File: src/rtl/poly_add_ctrl_if.sv
// rtl/poly_add_ctrl_if.sv - memory, adder and command signals of the polynomial add controller
interface poly_add_ctrl_if #(
    parameter int AW = 10
);
    logic          start;
    logic          lazy;
    logic          hold;
    logic          busy;
    logic          done;
    logic          rd_en;
    logic [AW-1:0] rd_addr;
    logic [15:0]   rd_data_a;
    logic [15:0]   rd_data_b;
    logic          add_en;
    logic          add_lazy;
    logic [15:0]   add_a;
    logic [15:0]   add_a_pair;
    logic [15:0]   add_b;
    logic          wr_en;
    logic [AW-1:0] wr_addr;
    logic [15:0]   wr_data;

    modport master (
        output start, lazy, hold, rd_data_a, rd_data_b, add_b,
        input  busy, done, rd_en, rd_addr, add_en, add_lazy, add_a, add_a_pair,
               wr_en, wr_addr, wr_data
    );

    modport slave (
        input  start, lazy, hold, rd_data_a, rd_data_b, add_b,
        output busy, done, rd_en, rd_addr, add_en, add_lazy, add_a, add_a_pair,
               wr_en, wr_addr, wr_data
    );
endinterface

File: src/rtl/poly_add_ctrl.sv
// rtl/poly_add_ctrl.sv - sequences N reads through an external 2-stage adder into a destination bank
module poly_add_ctrl #(
    parameter int N  = 1024,
    parameter int AW = 10
) (
    input  logic          clk,
    input  logic          reset,
    poly_add_ctrl_if.slave bus
);
    localparam logic [1:0] S_IDLE  = 2'd0;
    localparam logic [1:0] S_RUN   = 2'd1;
    localparam logic [1:0] S_DRAIN = 2'd2;
    localparam logic [1:0] S_DONE  = 2'd3;

    logic [1:0]          state_q, state_d;
    logic [AW-1:0]       count_q, count_d;
    logic                lazy_q, lazy_d;
    // index 0 = memory stage, 1 = adder input stage, 2 = adder output stage
    logic [2:0]          vld_q, vld_d;
    logic [2:0][AW-1:0]  addr_q, addr_d;

    logic run, drain, issue, advance, last;

    always_comb begin
        state_d = state_q;
        count_d = count_q;
        lazy_d  = lazy_q;
        vld_d   = vld_q;
        addr_d  = addr_q;

        run     = (state_q == S_RUN);
        drain   = (state_q == S_DRAIN);
        issue   = run && !bus.hold;
        advance = (run || drain) && !bus.hold;
        last    = (count_q == AW'(N - 1));

        case (state_q)
            S_IDLE: begin
                if (bus.start && !bus.hold) begin
                    lazy_d  = bus.lazy;
                    count_d = '0;
                    state_d = S_RUN;
                end
            end
            S_RUN: begin
                if (!bus.hold) begin
                    if (last) begin
                        state_d = S_DRAIN;
                    end else begin
                        count_d = count_q + AW'(1);
                    end
                end
            end
            S_DRAIN: begin
                // only the final write remains in flight
                if (!bus.hold && vld_q == 3'b100) begin
                    state_d = S_DONE;
                end
            end
            S_DONE: begin
                if (!bus.hold) begin
                    state_d = S_IDLE;
                end
            end
            default: state_d = S_IDLE;
        endcase

        if (advance) begin
            vld_d  = {vld_q[1:0], issue};
            addr_d = {addr_q[1:0], count_q};
        end
    end

    always_ff @(posedge clk) begin
        if (reset) begin
            state_q <= S_IDLE;
            count_q <= '0;
            lazy_q  <= 1'b0;
            vld_q   <= '0;
            addr_q  <= '0;
        end else begin
            state_q <= state_d;
            count_q <= count_d;
            lazy_q  <= lazy_d;
            vld_q   <= vld_d;
            addr_q  <= addr_d;
        end
    end

    assign bus.rd_en      = issue;
    assign bus.rd_addr    = count_q;
    assign bus.add_en     = advance;
    assign bus.add_lazy   = lazy_q;
    assign bus.add_a      = bus.rd_data_a;
    assign bus.add_a_pair = bus.rd_data_b;
    assign bus.wr_en      = vld_q[2] && !bus.hold;
    assign bus.wr_addr    = addr_q[2];
    assign bus.wr_data    = bus.add_b;
    assign bus.busy       = run || drain;
    assign bus.done       = (state_q == S_DONE);
endmodule
File: src/flat_wrapper.sv
// flat-port wrapper written by rule: the top's interface ports become plain ports
module poly_add_ctrl_flat 
#(
    parameter int N  = 1024,
    parameter int AW = 10
)
  (clk, reset, bus_start, bus_lazy, bus_hold, bus_rd_data_a, bus_rd_data_b, bus_add_b, bus_busy, bus_done, bus_rd_en, bus_rd_addr, bus_add_en, bus_add_lazy, bus_add_a, bus_add_a_pair, bus_wr_en, bus_wr_addr, bus_wr_data);
  poly_add_ctrl_if #(.AW(AW)) bus_i ();
  input  logic clk;
  input  logic reset;
  input wire logic [$bits(bus_i.start)-1:0] bus_start;
  input wire logic [$bits(bus_i.lazy)-1:0] bus_lazy;
  input wire logic [$bits(bus_i.hold)-1:0] bus_hold;
  input wire logic [$bits(bus_i.rd_data_a)-1:0] bus_rd_data_a;
  input wire logic [$bits(bus_i.rd_data_b)-1:0] bus_rd_data_b;
  input wire logic [$bits(bus_i.add_b)-1:0] bus_add_b;
  output wire logic [$bits(bus_i.busy)-1:0] bus_busy;
  output wire logic [$bits(bus_i.done)-1:0] bus_done;
  output wire logic [$bits(bus_i.rd_en)-1:0] bus_rd_en;
  output wire logic [$bits(bus_i.rd_addr)-1:0] bus_rd_addr;
  output wire logic [$bits(bus_i.add_en)-1:0] bus_add_en;
  output wire logic [$bits(bus_i.add_lazy)-1:0] bus_add_lazy;
  output wire logic [$bits(bus_i.add_a)-1:0] bus_add_a;
  output wire logic [$bits(bus_i.add_a_pair)-1:0] bus_add_a_pair;
  output wire logic [$bits(bus_i.wr_en)-1:0] bus_wr_en;
  output wire logic [$bits(bus_i.wr_addr)-1:0] bus_wr_addr;
  output wire logic [$bits(bus_i.wr_data)-1:0] bus_wr_data;
  assign bus_i.start = bus_start;
  assign bus_i.lazy = bus_lazy;
  assign bus_i.hold = bus_hold;
  assign bus_i.rd_data_a = bus_rd_data_a;
  assign bus_i.rd_data_b = bus_rd_data_b;
  assign bus_i.add_b = bus_add_b;
  assign bus_busy = bus_i.busy;
  assign bus_done = bus_i.done;
  assign bus_rd_en = bus_i.rd_en;
  assign bus_rd_addr = bus_i.rd_addr;
  assign bus_add_en = bus_i.add_en;
  assign bus_add_lazy = bus_i.add_lazy;
  assign bus_add_a = bus_i.add_a;
  assign bus_add_a_pair = bus_i.add_a_pair;
  assign bus_wr_en = bus_i.wr_en;
  assign bus_wr_addr = bus_i.wr_addr;
  assign bus_wr_data = bus_i.wr_data;
  poly_add_ctrl #(.N(N), .AW(AW)) u_core (.clk(clk), .reset(reset), .bus(bus_i));
endmodule
File: config.mk
export PLATFORM = sky130hd
export DESIGN_NAME = poly_add_ctrl_flat
export DESIGN_NICKNAME = d
export VERILOG_FILES = /design/src/rtl/poly_add_ctrl_if.sv /design/src/rtl/poly_add_ctrl.sv /design/src/flat_wrapper.sv
export SDC_FILE = /design/constraint.sdc
export NUM_CORES = 1
export LEC_CHECK = 0
export BUFFER_PORTS_ARGS = -buffer_cell sky130_fd_sc_hd__buf_2
export CAP_MARGIN = 20
export CORE_MARGIN = 2
export CORE_UTILIZATION = 35
export CTS_BUF_LIST = sky130_fd_sc_hd__clkbuf_4 sky130_fd_sc_hd__clkbuf_8
export DETAILED_ROUTE_END_ITERATION = 16
export PLACE_DENSITY_LB_ADDON = 0.25
export SYNTH_ARGS = -nofsm -noshare
export SYNTH_HDL_FRONTEND = slang
export SYNTH_SLANG_ARGS = --single-unit
export TNS_END_PERCENT = 50
File: constraint.sdc
create_clock -name clk -period 4.24 [get_ports clk]
set_input_delay 0.848 -clock clk [delete_from_list [all_inputs] [get_ports clk]]
set_output_delay 0.848 -clock clk [all_outputs]
set_load 0.05 [all_outputs]
==> flow_metrics.py <==
metrics = {
    "sta": {
        "rsz0062_at_grt": "no",
        "fmax_mhz": 368,
        "hold_violations": 0,
        "maxSlewHeadroom": 0.428,
        "finClkSkew_ps": 3.66,
        "maxSlewViolCount": 0,
        "finalSetupViolations": 0,
        "period_share": 0.642,
        "tightestPinTransition_ps": 859,
        "finalSetupTns_ps": 0,
        "fin_crit_ps": 2720,
    },
    "power": {
        "powerDensity_mw_per_mm2": 498,
        "peakVddDrop_mv": 0.215,
        "total_power_mw": 1.10,
        "total_leakage_power_nw": 0.795,
    },
    "grt": {
        "grt_usage": 0.120,
        "grt_pass1_wl_mm": 7.32,
        "grt_pass1_vias": 1609,
        "antenna_found_initial": 0,
        "grt_max_degree": 47,
        "globalRouteOverflowTotal": 0,
    },
    "die": {
        "die-area_mm2": 0.00735,
        "die_w_um": 85.8,
        "io_pins": 127,
        "rows": 29,
        "start_util": 0.364,
        "coreArea_mm2": 0.00642,
        "die_h_um": 85.8,
    },
    "synth": {
        "synth_nets": 355,
        "synth_cells": 297,
        "synth_seq_cells": 46,
        "synth_area_mm2": 0.00234,
        "ys_warn_count": 0,
        "synth_cell_type_count": 30,
        "yosysTopAreaCellShare": 0.394,
        "syn-mean-instance-area_um2": 7.88,
        "ys_seq_area_frac": 0.394,
        "synthTopCellsByArea": "dfxtp_1 39%, buf_4 19%, nand2_1 12%",
        "synth_top_area_cell": "dfxtp_1",
    },
    "clocking": {
        "cts_tree": "built",
        "cts-resized-gates": 0,
        "clock-sinks": 46,
        "htreeDepth": 2,
        "clock_latency_ps": 300,
        "clock_path_buffers": 2,
        "cts_hold_buf": 0,
        "cts_setup_buffers": 0,
        "clk_pin_slew_ps": 80,
        "clock-root-buffer": "clkbuf_8",
        "cts_made_buffers": 5,
    },
    "placed_design": {
        "gp_congestion": 0.729,
        "io_buffers": 30,
        "dpl.hpwl_mm": 2.71,
    },
    "worst_setup_path": {
        "cp.arrival_ps": 1870,
        "cp-startpoint": "u_core.state_q[0]$_SDFFE_PP0P_",
        "r2r_cells": 6,
        "required_ps": 3390,
        "worstSetupEndpointType": "output pin",
        "worstSetupStartpointType": "flop",
        "criticalPathCategory": "flop to output pin",
        "max_stage_delay_ps": 390,
        "cp_cell_sequence": "inv_1 -> ha_1 -> nand2b_1 -> buf_4 -> clkinv_1 -> buf_2",
        "crit_slowest_cell": "dfxtp_1",
        "path_max_fanout": 34,
        "r2r_start": "u_core.state_q[1]$_SDFFE_PP0P_",
    },
    "routing": {
        "drtAntennaViolNets": 0,
        "via_per_inst": 4.90,
        "drcViolationCount": 6,
        "drtIter0Drc": 113,
        "finalWirelength_mm": 4.33,
        "routedWlPerCell_um": 12.6,
        "first_pass_iters": 12,
        "vias": 1675,
    },
    "final_layout": {
        "n_fill_cell": 694,
        "final_nets": 322,
        "area_growth_pct": -5.13,
        "drive_above_1_share": 0.158,
        "diodes": 0,
    },
    "min_path": {
        "hp-start": "u_core.addr_q[0]$_SDFFE_PP0P_",
        "holdPathStages": 2,
        "hold_path.class": "flop to flop",
    },
    "job": {
        "max_cap_violations": 0,
    },
    "outcome": {
        "failed_checks": "design-rule violations",
        "outcome": "finished with violations",
    },
}
-- worst max-delay path: cells and delay by family (launching register included) --
kind | cells | cell delay (ps)
buffers and inverters | 4 | 760
DFF | 1 | 390
adders and majority gates | 1 | 330
and+or+nand+nor | 1 | 80
-- routing by layer --
metal  up-vias  wire length [um]  global-route usage
li1        870                 -                   -
met2        42              1930               0.192
met4         0                35              0.0433
met1       758              2070               0.153
met5         -                 0                   0
met3         5               292              0.0366
-- logic make-up (layout without fill, tap and decap cells) --
logic type / count (synthesis) / in the layout / share of synthesized area
simple gates: 102 / 102 / 0.194
fa+ha+maj: 5 / 5 / 0.0267
buf+inv: 77 / 45 / 0.220
compound gates: 67 / 67 / 0.166
flops: 46 / 46 / 0.394
-- through the flow --
| step | hold WS [ps] | setup WS, ps | cell area (um^2) | utilization | std cells |
|---|---|---|---|---|---|
| after CTS | 453 | 1490 | 2220 | 0.346 | 342 |
| after floorplan | 432 | 1400 | 2340 | - | 297 |
| after global routing | 477 | 1370 | 2220 | 0.346 | 342 |
| final | 454 | 1520 | 2220 | 0.346 | 342 |
| after global placement | 440 | 1560 | 2110 | 0.328 | 334 |
| after detailed placement | 443 | 1550 | 2110 | 0.328 | 334 |
-- cells in the mapped netlist --
cell type,number
a21boi_1,1
a21o_1,1
a21o_2,1
a21oi_1,41
a222oi_1,1
a311oi_1,8
a31oi_1,5
and2b_1,2
and3_1,2
buf_1,1
buf_4,58
buf_6,1
clkbuf_1,12
clkinv_1,1
dfxtp_1,46
ha_1,5
inv_1,4
nand2_1,73
nand2b_1,5
nand3_1,5
nand3b_1,1
nand4_1,1
nand4b_1,1
nor2_1,6
nor4_2,1
o21ai_0,8
o41ai_1,1
or3_1,3
or3b_1,1
or4b_1,1
-- sequential cells by signal (all words and copies together) (netlist names) --
| name | cells |
|---|---|
| u_core.bus.add_lazy | 1 |
| u_core.addr_q | 20 |
| u_core.bus.rd_addr | 10 |
| u_core.vld_q | 3 |
| u_core.state_q | 2 |
| u_core.bus.wr_addr | 10 |
-- power by group --
group | switching [mW] | total, mW | internal, mW
Clock | 0.146 | 0.328 | 0.182
Combinational | 0.243 | 0.320 | 0.0770
Sequential | 0.0126 | 0.457 | 0.444
-- final timing paths --
path                                         to  slack, ps
max                                  bus_add_en       1520
min reg2reg      u_core.addr_q[10]$_SDFFE_PP0P_        450
max reg2reg  u_core.bus.rd_addr[9]$_SDFFE_PP0P_       1940
min              u_core.addr_q[10]$_SDFFE_PP0P_        450
-- cells in the final DEF (no fill, tap or decap), types with 3 or more instances in the layout --
cell       n
or3_1      3
inv_1      4
nand2b_1   5
nor2_1     6
dfxtp_1   46
clkbuf_8   5
ha_1       5
nand3_1    5
o21ai_0    8
nand2_1   73
a31oi_1    5
buf_2     30
a21oi_1   41
a311oi_1   8
-- layout make-up --
type	count	area [um^2]	area share
clock buffer	6	76.3	0.0344
timing repair buffer	32	165	0.0744
tap	77	96.3	0.0434
clock inverter	2	37.5	0.0169
multi-input combinational	174	905	0.408
sequential	46	921	0.415
inverter	5	18.8	0.00846
(Power assumes the default switching activity.)
